$ cat src/rtl/order_pkg.sv
// Shared types and constants for the pseudo-random limit-order stream generator.
package order_pkg;

  localparam logic SIDE_BUY  = 1'b0;
  localparam logic SIDE_SELL = 1'b1;

  localparam logic [1:0] MODE_SINGLE = 2'd0;
  localparam logic [1:0] MODE_BURST  = 2'd1;
  localparam logic [1:0] MODE_CONT   = 2'd2;

  localparam logic [15:0] LFSR_TAPS = 16'hB400;

  typedef enum logic [1:0] {
    IDLE,
    ISSUE,
    GAP
  } state_e;

  // Galois form: shift right, fold the taps back in when a 1 falls off the end.
  function automatic logic [15:0] lfsr_next(input logic [15:0] v);
    return v[0] ? ((v >> 1) ^ LFSR_TAPS) : (v >> 1);
  endfunction

endpackage

$ cat src/rtl/order_stream_gen_lfsr16.sv
// 16-bit Galois LFSR that advances only when asked; reloads the seed on reset.
module lfsr16
  import order_pkg::*;
(
  input  logic        CLOCK_50,
  input  logic        Reset,
  input  logic        step,
  input  logic [15:0] seed,
  output logic [15:0] value
);

  always_ff @(posedge CLOCK_50) begin
    if (Reset) begin
      value <= seed;
    end else if (step) begin
      value <= lfsr_next(value);
    end
  end

endmodule

$ cat src/rtl/order_stream_gen.sv
// Pseudo-random limit-order source with single / burst / continuous runs,
// a programmable inter-order gap and a valid/ready output handshake.
module order_stream_gen
  import order_pkg::*;
#(
  parameter int          PRICE_W = 8,
  parameter int          QTY_W   = 6,
  parameter int          ID_W    = 8,
  parameter int          GAP_W   = 16,
  parameter logic [15:0] SEED    = 16'hACE1
) (
  input  logic               CLOCK_50,
  input  logic               Reset,
  input  logic               start,
  input  logic               stop,
  input  logic [1:0]         mode,
  input  logic [7:0]         burst_len,
  input  logic [GAP_W-1:0]   gap,
  input  logic [PRICE_W-1:0] price_base,
  input  logic [PRICE_W-1:0] price_mask,
  output logic               order_valid,
  input  logic               order_ready,
  output logic               order_side,
  output logic [PRICE_W-1:0] order_price,
  output logic [QTY_W-1:0]   order_qty,
  output logic [ID_W-1:0]    order_id,
  output logic               busy,
  output logic               done,
  output logic [15:0]        issued_count
);

  // An all-zero seed would lock the LFSR up forever.
  localparam logic [15:0] SEED_EFF = (SEED == 16'h0000) ? 16'h0001 : SEED;

  state_e             state_q, state_d;
  logic [1:0]         mode_q;
  logic [7:0]         burst_len_q;
  logic [GAP_W-1:0]   gap_q;
  logic [GAP_W-1:0]   timer_q;
  logic [7:0]         run_cnt_q;
  logic [7:0]         run_cnt_nxt;
  logic [15:0]        lfsr_val;
  logic               hs;
  logic               start_run;
  logic               end_run;
  logic               load_timer;
  logic               unused_lfsr;

  function automatic logic [15:0] sat_inc16(input logic [15:0] v);
    return (v == 16'hFFFF) ? v : v + 16'd1;
  endfunction

  lfsr16 u_lfsr (
    .CLOCK_50 (CLOCK_50),
    .Reset    (Reset),
    .step     (hs),
    .seed     (SEED_EFF),
    .value    (lfsr_val)
  );

  assign order_valid = (state_q == ISSUE);
  assign busy        = (state_q != IDLE);
  assign hs          = order_valid & order_ready;
  assign run_cnt_nxt = run_cnt_q + 8'd1;
  assign unused_lfsr = ^lfsr_val;

  always_comb begin
    state_d    = state_q;
    start_run  = 1'b0;
    end_run    = 1'b0;
    load_timer = 1'b0;
    case (state_q)
      IDLE: begin
        if (start) begin
          start_run = 1'b1;
          if (mode == MODE_BURST && burst_len == 8'd0) begin
            end_run = 1'b1;
          end else begin
            state_d = ISSUE;
          end
        end
      end
      ISSUE: begin
        if (hs) begin
          // Reserved mode 3 falls into the single-order case.
          if ((mode_q != MODE_BURST && mode_q != MODE_CONT) ||
              (mode_q == MODE_BURST && run_cnt_nxt == burst_len_q) ||
              (mode_q == MODE_CONT && stop)) begin
            end_run = 1'b1;
            state_d = IDLE;
          end else if (gap_q != '0) begin
            load_timer = 1'b1;
            state_d    = GAP;
          end
        end
      end
      GAP: begin
        if (mode_q == MODE_CONT && stop) begin
          end_run = 1'b1;
          state_d = IDLE;
        end else if (timer_q == GAP_W'(1)) begin
          state_d = ISSUE;
        end
      end
      default: state_d = IDLE;
    endcase
  end

  // Fields are a pure function of the LFSR, so they hold while the consumer stalls.
  always_comb begin
    order_side  = 1'b0;
    order_price = '0;
    order_qty   = '0;
    if (state_q == ISSUE) begin
      order_side  = lfsr_val[0];
      order_price = price_base + (lfsr_val[PRICE_W:1] & price_mask);
      order_qty   = (lfsr_val[15 -: QTY_W] == '0) ? QTY_W'(1) : lfsr_val[15 -: QTY_W];
    end
  end

  always_ff @(posedge CLOCK_50) begin
    if (Reset) begin
      state_q      <= IDLE;
      mode_q       <= MODE_SINGLE;
      run_cnt_q    <= '0;
      timer_q      <= '0;
      order_id     <= '0;
      issued_count <= '0;
      done         <= 1'b0;
    end else begin
      state_q <= state_d;
      done    <= end_run;
      if (start_run) begin
        mode_q    <= mode;
        run_cnt_q <= '0;
      end else if (hs) begin
        run_cnt_q <= run_cnt_nxt;
      end
      if (hs) begin
        order_id     <= order_id + ID_W'(1);
        issued_count <= sat_inc16(issued_count);
      end
      if (load_timer) begin
        timer_q <= gap_q;
      end else if (state_q == GAP) begin
        timer_q <= timer_q - GAP_W'(1);
      end
    end
  end

  // Run configuration is captured once per start and never reset.
  always_ff @(posedge CLOCK_50) begin
    if (start_run) begin
      burst_len_q <= burst_len;
      gap_q       <= gap;
    end
  end

endmodule

$ cat config.mk
export PLATFORM = sky130hd
export DESIGN_NAME = order_stream_gen
export DESIGN_NICKNAME = d
export VERILOG_FILES = /design/src/rtl/order_pkg.sv /design/src/rtl/order_stream_gen_lfsr16.sv /design/src/rtl/order_stream_gen.sv
export SDC_FILE = /design/constraint.sdc
export NUM_CORES = 1
export LEC_CHECK = 0
export BUFFER_PORTS_ARGS = -buffer_cell sky130_fd_sc_hd__clkbuf_2
export CAP_MARGIN = 20
export CORE_UTILIZATION = 25
export DETAILED_ROUTE_END_ITERATION = 16
export PLACE_DENSITY_LB_ADDON = 0.12
export SETUP_SLACK_MARGIN = 0.3
export SLEW_MARGIN = 20
export SYNTH_ARGS = -nofsm -noshare
export SYNTH_HDL_FRONTEND = slang
export SYNTH_HIERARCHICAL = 1
export SYNTH_SLANG_ARGS = --single-unit
$ cat constraint.sdc
create_clock -name CLOCK_50 -period 4.8 [get_ports CLOCK_50]
set_input_delay 1.44 -clock CLOCK_50 [delete_from_list [all_inputs] [get_ports CLOCK_50]]
set_output_delay 1.44 -clock CLOCK_50 [all_outputs]
set_load 0.01 [all_outputs]
==> metrics, run 1 <==
total of max-cap violations 0; HP Class reg -> reg; Row Count 50; first-pass GRT wire length 18.6 mm; largest net degree at the start of global routing 31; CTS max path bufs 2; period utilization 0.934; Die H 140 um; RSZ-0062 raised after global routing yes; status finished, final reports clean; skew final 10.8 ps; Starting Density 0.255; Max FO, Critical Path 2; H-tree depth 3; Mapped Cells 466; Synth area leader edfxtp_1; layout cells sized above 1 0.264; Final Util 0.313; top-count cell post-synth nor2_1; # IOs 89; dpl cells 793; CP Data Required Time 3360 ps; top post-synthesis cells by area edfxtp_1 25%, dfxtp_1 22%, xnor2_1 5.3%; via count 3679; Chip Width 140 um; critical path endpoint category primary output; hpwl dp 8.28 mm; Final ANT Viol Nets 0; Clock Root Buffer clkbuf_16; Finished Layout Cells 810; WL final 11.3 mm; clock buffer count from CTS 9; Pwr Density 374 nW/um^2; crit path launch type input pin; Starting DRT DRC Count 123; LEAKAGE 2.35 nW; Yosys reg bits 93; EDFF count, synth 40; Synth cell types 61; FMAX 223 MHz; clock transition at the registers of the reported paths 60 ps; post-synthesis sequential area ratio 0.474; Worst-Skew Late Latency 350 ps; DRC viols 0; share of the synthesized area in the top cell type 0.251; Total GRT Usage 0.120; crit path kind in -> out; main flop type after synthesis dfxtp_1; Synth warnings 6; post-route setup TNS 0 ps; Fin. Hold Viols 0; setup violators final 0; initial antenna violation count 0; ys async rst share 0; Sink Count 93; GP Congestion 0.725; CTS tree done; core area 18700 um^2; Max VDD drop 164 uV; P&R area growth vs syn 22.7%; Worst-Margin Slew 715 ps; number of antenna diodes 0; Synth Cell Area 4780 um^2; vias in the first global route 3666; top cells by count, synth 56 x nor2_1, 53 x dfxtp_1, 40 x edfxtp_1; Remaining Overflow, GRT 0; syn avg cell area 10.3 um^2; CP arrival 3040 ps; Pre-Repair DR Iteration Count 4; DIE AREA 19700 um^2; Slew headroom 0.522; Via density 4.54; Port-buffer cells 88; DR WL/cell 13.9 um; Tmin final 4480 ps; Final nets 631; Slew Limit Fails 0
[cell type report]
type | count | area [um^2]
Clock buffer | 10 | 239
Clock inverter | 6 | 86.3
Fill cell | 1921 | 12800
Inverter | 17 | 63.8
Multi-Input combinational cell | 354 | 2420
Sequential cell | 93 | 2260
Tap cell | 234 | 293
Timing Repair Buffer | 96 | 500
[state kept, by name (all words and copies together) (netlist names)]
| name | flops |
|---|---|
| u_lfsr/value | 16 |
| gap_q | 16 |
| burst_len_q | 8 |
| mode_q | 2 |
| state_q | 2 |
| issued_count | 16 |
| run_cnt_q | 8 |
| order_id | 8 |
| timer_q | 16 |
| done | 1 |
[cell usage in the layout (no fill, tap or decap), drive strengths merged, types with 6 or more instances in the layout]
cell type,count
buf,9
or3,6
clkbuf,97
nor4,6
conb,16
o21ai,11
inv,16
dfxtp,53
nand4,7
or2,6
mux2,13
a21oi,24
xnor2,29
nor2,56
a211oi,7
xor2,23
and2,18
edfxtp,40
nand2,25
ha,12
nor3,10
nand3,21
[where the power goes]
group	leakage (nW)	switching, W	internal (W)	total, W
logic	1.37	0.000235	0.000201	0.000436
clock network	0.160	0.000312	0.000470	0.000782
registers	0.817	0.0000587	0.000917	0.000976
total	2.35	0.000606	0.00159	0.00219
[metal layers]
layer / track usage / routed length [um]
met1: 0.153 / 5420
met4: 0.0526 / 184
met3: 0.0243 / 421
met5: 0 / 0
met2: 0.197 / 5230
[final timing paths]
path                                  endpoint  cells after the start           from  slack, ps
worst max-delay path            order_price[6]                     11  price_mask[0]        320
worst min-delay path                timer_q[1]                      2     timer_q[1]        490
worst max register to register      timer_q[9]                      8   run_cnt_q[0]       1760
worst min register to register      timer_q[1]                      2     timer_q[1]        490
[repair_timing]
action	in CTS	in global routing
setup endpoints to repair	2	2
gates cloned	0	0
hold buffers	0	0
pin swaps	2	11
setup buffers	1	0
gates resized for setup	5	5
[cell families after synthesis]
| kind of cell | synth area share |
|---|---|
| mux | 0.0471 |
| other cells | 0.00157 |
| fa+ha+maj | 0.0356 |
| buf+inv | 0.0401 |
| compound gates | 0.106 |
| flops | 0.474 |
| xor+xnor | 0.0953 |
| simple gates | 0.201 |
[metrics by stage]
step           hold WS (ps)  worst slack, ps  power (W)  instance area (um^2)
6_report                490              318    0.00219                  5860
5_1_grt                 510              178    0.00232                  5860
4_1_cts                 492              268    0.00223                  5840
3_5_place_dp            483              177    0.00143                  5490
3_3_place_gp            471              165    0.00142                  5490
2_1_floorplan           456              416    0.00128                  4830
[worst max-delay path, cell delays in order]
cell,delay [ps]
clkbuf_2,80
and2_4,130
ha_4,160
fa_2,400
a21oi_2,140
o21bai_1,90
a21o_1,170
a21oi_2,120
xor2_1,140
nor2_1,50
clkbuf_2,120
Power figures use the tool's default switching activity.
==> run 2: changes to the inputs <==
ABC_AREA = 1   (was not set)
==> run 2 against run 1 <==
Net effect:
- worst hold slack lost 23 ps
- clock power decreased by 3.5%
- sequential share of layout area decreased by 2.5 points
- non-clock buffer count shrank 3
- synthesized area increased by 7.9%
- critical path type unchanged
- largest cell class unchanged
==> metrics, run 2 <==
P&R area growth vs syn 21.7%; Tmin final 4470 ps (-8.40 ps); Yosys reg bits 93 (unchanged); vias in the first global route 4486 (+22%); skew final 6.63 ps (-4.15 ps); Via density 4.36 (-4.1%); Starting Density 0.255 (-0.000623); DR WL/cell 13.1 um (-5.8%); Total GRT Usage 0.135 (+0.0149); LEAKAGE 2.74 nW (+17%); Die H 146 um (+3.8%); Finished Layout Cells 1054 (+30%); CP Cell Sequence clkbuf_2 -> nand2_2 -> inv_2 -> ha_4 -> fa_2 -> a31oi_4 -> nor2_2 -> nor2_1 -> nor2_1 -> nor2_1 -> xor2_1 -> nor2_1 -> buf_2; first-pass GRT wire length 22.7 mm (+22%); EDFF count, synth 40 (unchanged); status finished, final reports clean; commonest non-fill, non-tap cell in the layout nand2_1; Row Count 52 (+4.0%); main flop type after synthesis dfxtp_1; highest-delay cell along the critical path fa_2; # IOs 89 (unchanged); post-route setup TNS 0 ps (unchanged); Synth cell types 41 (-33%); Mapped Cells 678 (+45%); most numerous cell on the critical path nor2_1; post-synthesis sequential area ratio 0.439 (-0.0347); CP arrival 3030 ps (about the same); Post-DP Area 5890 um^2 (+7.2%); FMAX 224 MHz (+0.19%); CP Data Required Time 3360 ps (about the same); crit path kind in -> out; Clock Root Buffer clkbuf_16; Synth Cell Area 5150 um^2 (+7.9%); clock buffer count from CTS 9 (unchanged); Pre-Repair DR Iteration Count 6 (+2); clock transition at the registers of the reported paths 70 ps (about the same); DRC viols 0 (unchanged); period utilization 0.932 (-0.00175); most frequent cells in the layout 153 x nand2_1, 90 x inv_1, 86 x clkbuf_2, 65 x nor2_1, 64 x nand3_1; DIE AREA 21200 um^2 (+7.8%); top cells by count, synth 154 x nand2_1, 92 x inv_1, 66 x nor2_1; HP Class reg -> reg; Synth warnings 6 (unchanged); final instance area 6270 um^2 (+7.0%); crit path launch type input pin; Starting DRT DRC Count 173 (+41%); Worst-Skew Late Latency 360 ps (about the same); total of max-cap violations 0 (unchanged); Max VDD drop 187 uV (+14%); RSZ-0062 raised after global routing yes; Chip Width 146 um (+3.8%); Reg2Reg Setup Slack 2300 ps (+540 ps); Max FO, Critical Path 3 (+1); setup violators final 0 (unchanged); H-tree depth 3 (unchanged); Final ANT Viol Nets 0 (unchanged); GP Congestion 0.799 (+10%); Sink Count 93 (unchanged); Port-buffer cells 88 (unchanged); Worst-Margin Slew 958 ps (+244 ps); CTS tree done; hold_ws 467 ps (-22.8 ps); initial antenna violation count 0 (unchanged); Synth area leader edfxtp_1; Fin. Hold Viols 0 (unchanged); syn avg cell area 7.60 um^2 (-26%); ys async rst share 0 (unchanged); CTS max path bufs 2 (unchanged); Slew headroom 0.359 (-0.163); Final nets 839 (+33%); layout cells sized above 1 0.193 (-0.0713); number of antenna diodes 0 (unchanged); via count 4592 (+25%); top-count cell post-synth nand2_1; WL final 13.8 mm (+23%); share of the synthesized area in the top cell type 0.233 (-0.0184); dpl cells 1035 (+31%); hpwl dp 10.1 mm (+22%); core area 20200 um^2 (+8.2%); Pwr Density 323 nW/um^2 (-14%); critical path endpoint category primary output; top post-synthesis cells by area edfxtp_1 23%, dfxtp_1 21%, nand2_1 11%; Remaining Overflow, GRT 0 (unchanged); Slew Limit Fails 0 (unchanged); largest net degree at the start of global routing 25 (-19%); largest stage delay on the critical path 420 ps (+20 ps)
[run 2: changes by cell type after synthesis, moves of 10 or more]
| cell | before | now |
|---|---|---|
| a21oi_1 | 24 | 53 |
| and2_1 | 18 | 0 |
| inv_1 | 16 | 92 |
| mux2_4 | 13 | 0 |
| nand2_1 | 25 | 154 |
| nand3_1 | 21 | 64 |
| nor2_1 | 56 | 66 |
| o21ai_0 | 6 | 34 |
| xnor2_1 | 29 | 7 |
| xor2_1 | 23 | 9 |
[run 2: final timing paths]
check	from	cells past startpoint	endpoint
max reg2reg	state_q[1]	7	timer_q[1]
min	order_id[7]	2	order_id[7]
min reg2reg	order_id[7]	2	order_id[7]
max	price_mask[0]	13	order_price[6]
[run 2: metal layers]
| layer | wire length (um) | vias up | global-route usage | part of all wire |
|---|---|---|---|---|
| met5 | 0 | - | 0 | 0 |
| met4 | 232 | 0 | 0.0484 | 0.017 |
| met3 | 600 | 14 | 0.0313 | 0.044 |
| met2 | 6290 | 97 | 0.220 | 0.46 |
| met1 | 6660 | 2083 | 0.175 | 0.48 |
| li1 | - | 2398 | - | - |
[run 2: layout make-up]
class | count | area (um^2)
inverter | 96 | 368
clock inverter | 7 | 81.3
fill | 2178 | 14000
timing repair buffer | 93 | 478
tap | 270 | 338
clock buffer | 9 | 225
sequential | 93 | 2260
multi-input combinational | 486 | 2520
[run 2: cell families (layout without fill, tap and decap cells)]
group                    after synthesis  in the layout  synth area share
buffers and inverters                113            205            0.0934
flip-flops                            93             93             0.439
AO/OA/AOI/OAI                         98             98            0.0988
adder cells (fa/ha/maj)               13             13            0.0330
AND/OR/NAND/NOR                      343            343             0.307
other                                  2             16           0.00146
XOR/XNOR                              16             16            0.0272
[run 2: where the power goes]
group | switching (W) | leakage (nW) | internal, W
registers | 0.0000395 | 0.820 | 0.000884
logic | 0.000219 | 1.77 | 0.000131
clock network | 0.000342 | 0.147 | 0.000413
[run 2: what timing repair did]
item,4_1_cts,5_1_grt
pin swaps,1,10
buffers inserted,1,2
gates resized for setup,5,11
hold endpoints to repair,0,0
hold buffers,0,0
setup endpoints to repair,2,3
[run 2: critical path, delay by kind of cell]
family | cells | cell delay (ps)
buffers and inverters | 3 | 270
and+or+nand+nor | 6 | 410
xor gates and xnor gates | 1 | 150
adders and majority gates | 2 | 580
AOI/OAI and AO/OA | 1 | 170
[run 2: through the flow]
stage	utilization	power, W	setup WS (ps)
finish	0.310	0.00203	327
global route	0.310	0.00215	205
CTS	0.308	0.00206	298
detailed placement	0.291	0.00128	201
global placement	0.291	0.00128	205
floorplan	-	0.00118	567
==> run 3: changes to the inputs <==
ABC_CLOCK_PERIOD_IN_PS = 4800   (was not set)
CORE_UTILIZATION = 49   (was 25)
==> run 3 against run 2 <==
Net effect:
- cell area decreased by 4.1%
- first-iteration DRC count increased by 42%
- non-clock buffer count unchanged
- setup slack improved by 19 ps
- worst hold slack got worse by 6.4 ps
- power decreased by 10%
- via count increased by 1.2%
- sequential share of layout area increased by 1.6 points
- count of clock-buffer cells in the layout increased by 4
==> metrics, run 3 (synthesis gave the netlist of run 2 again) <==
skew final 13.1 ps (+6.49 ps); GP Congestion 0.834 (+4.4%); DRC viols 0 (unchanged); Crit Reg-Reg Startpoint state_q[1]; H-tree depth 3 (unchanged); CP arrival 3010 ps (-20 ps); first-pass GRT wire length 18.9 mm (-17%); Post-Place Setup Slack 253 ps (+52.3 ps); Chip Width 105 um (-28%); Slew Limit Fails 0 (unchanged); crit path kind in -> out; clock transition at the registers of the reported paths 80 ps (about the same); # IOs 89 (unchanged); Tmin final 4450 ps (-18.9 ps); LEAKAGE 2.71 nW (-1.2%); P&R area growth vs syn 16.7%; commonest non-fill, non-tap cell in the layout nand2_1; Worst-Margin Slew 989 ps (+30.4 ps); vias in the first global route 4264 (-4.9%); Via density 5.05 (+16%); RSZ-0062 raised after global routing yes; status finished, final reports clean; Port-buffer cells 88 (unchanged); Clock power frac 0.307 (-0.065); total of max-cap violations 0 (unchanged); Max VDD drop 173 uV (-7.9%); WL final 11.2 mm (-19%); CTS tree done; final instance area 6010 um^2 (-4.1%); Row Count 37 (-29%); Hold Path Origin order_id[7]; Starting Density 0.502 (+0.247); Hold Crit Endpoint order_id[7]; CTS max path bufs 2 (unchanged); met2 WL 5.26 mm (-16%); Starting DRT DRC Count 246 (+42%); FMAX 224 MHz (+0.42%); Fin. Hold Viols 0 (unchanged); Slew headroom 0.339 (-0.0203); Switch Pwr 0.000525 W (-13%); Clock Root Buffer clkbuf_8; DR WL/cell 12.2 um (-6.9%); crit path launch type input pin; Remaining Overflow, GRT 0 (unchanged); critical path endpoint category primary output; Final ANT Viol Nets 0 (unchanged); Final nets 839 (unchanged); logic gate share of total power 0.188 (+0.016); layout cells sized above 1 0.188 (-0.00510); Max FO, Critical Path 3 (unchanged); highest-delay cell along the critical path fa_2; max layer used met4; Worst-Skew Late Latency 370 ps (about the same); clock buffer count from CTS 9 (unchanged); Pwr Density 304 nW/um^2 (-6.1%); DIE AREA 10900 um^2 (-48%); most numerous cell on the critical path nor2_1; post-route setup TNS 0 ps (unchanged); CP Cell Sequence clkbuf_2 -> nand2_1 -> inv_1 -> ha_2 -> fa_2 -> a31oi_4 -> nor2_1 -> nor2_1 -> nor2_1 -> nor2_1 -> xor2_1 -> nor2_1 -> clkbuf_2; most frequent cells in the layout 153 x nand2_1, 91 x inv_1, 86 x clkbuf_2, 66 x nor2_1, 64 x nand3_1; CP Data Required Time 3360 ps (about the same); met3 WL post-DR 500 um (-17%); DRT met1 WL 5.23 mm (-22%); setup violators final 0 (unchanged); via count 4646 (+1.2%); period utilization 0.928 (-0.00393); Switching Fraction 0.287 (-0.00882); Internal 0.00130 W (-8.8%); initial antenna violation count 0 (unchanged); largest net degree at the start of global routing 32 (+28%); Reg2Reg Setup Slack 2260 ps (-40 ps); Sink Count 93 (unchanged); Die H 105 um (-28%); HP Class reg -> reg; Reg2Reg Capture Point timer_q[1]; layout filler cell count 996 (-54%); Reg2Reg Depth 7 (unchanged); hpwl dp 8.14 mm (-19%); number of antenna diodes 0 (unchanged); largest stage delay on the critical path 420 ps (about the same); core area 10300 um^2 (-49%); Post-DP Area 5720 um^2 (-2.8%); WHS Path Cells 2 (unchanged); hold_buf cts 0 (unchanged); final worst setup slack 346 ps (+18.9 ps); Pre-Repair DR Iteration Count 5 (-1); register share of total power 0.505 (+0.050); Total GRT Usage 0.214 (+0.0793)
==> run 3: cell count changes in the layout (fill, tap and decap cells not counted), sizes merged <==
cell and change:
inv -3, clkinvlp -1, clkbuf +4
==> run 3: what timing repair did <==
action | in CTS | in global routing
endpoints found under the setup margin | 2 | 2
gates cloned | 0 | 0
buffers inserted | 0 | 3
pin swaps | 1 | 12
resized for setup | 4 | 13
==> run 3: power by group through the flow <==
stage	Clock (W)	Sequential, W	Combinational (W)
3_5_place_dp	0	0.000939	0.000328
3_3_place_gp	0	0.000937	0.000322
2_1_floorplan	0	0.000929	0.000247
6_report	0.000561	0.000922	0.000344
5_1_grt	0.000602	0.000928	0.000391
4_1_cts	0.000571	0.000921	0.000335
==> run 3: metal layers <==
layer | vias to the layer above | track usage
met5 | - | 0
met4 | 0 | 0.0815
met3 | 21 | 0.0430
met2 | 104 | 0.354
met1 | 2110 | 0.277
li1 | 2411 | -
==> run 3: how the worst max path moves through the flow <==
stage / from / endpoint / slack [ps] / depth (start not counted)
3_3_place_gp: price_mask[0] / order_price[6] / 300 / 13
4_1_cts: price_mask[0] / order_price[6] / 300 / 13
3_5_place_dp: price_mask[0] / order_price[6] / 250 / 13
5_1_grt: price_mask[0] / order_price[6] / 230 / 13
2_1_floorplan: price_mask[0] / order_price[6] / 570 / 11
6_report: price_mask[0] / order_price[6] / 350 / 13
==> run 3: area by class of cell <==
class                   instances  area (um^2)  area share
inverters                      96          370      0.0616
flip-flops and latches         93         2260       0.376
clock buffers                  13          170      0.0283
well taps                     136          170      0.0283
clock inverters                 3         40.0     0.00666
repair buffers                 93          484      0.0805
multi-input cells             486         2520       0.419
==> run 3: stage by stage <==
step	total power, W	hold slack [ps]	std cells	util
2_1_floorplan	0.00118	461	692	-
3_3_place_gp	0.00126	442	901	0.556
3_5_place_dp	0.00127	454	901	0.556
4_1_cts	0.00183	468	917	0.579
5_1_grt	0.00192	490	920	0.585
6_report	0.00183	460	920	0.585
==> run 3: worst max-delay path, delay by kind of cell <==
kind                     cells  cell delay (ps)
XOR/XNOR                     1              150
AND/OR/NAND/NOR              6              400
adder cells (fa/ha/maj)      2              610
buffers and inverters        3              250
AO/OA/AOI/OAI                1              160
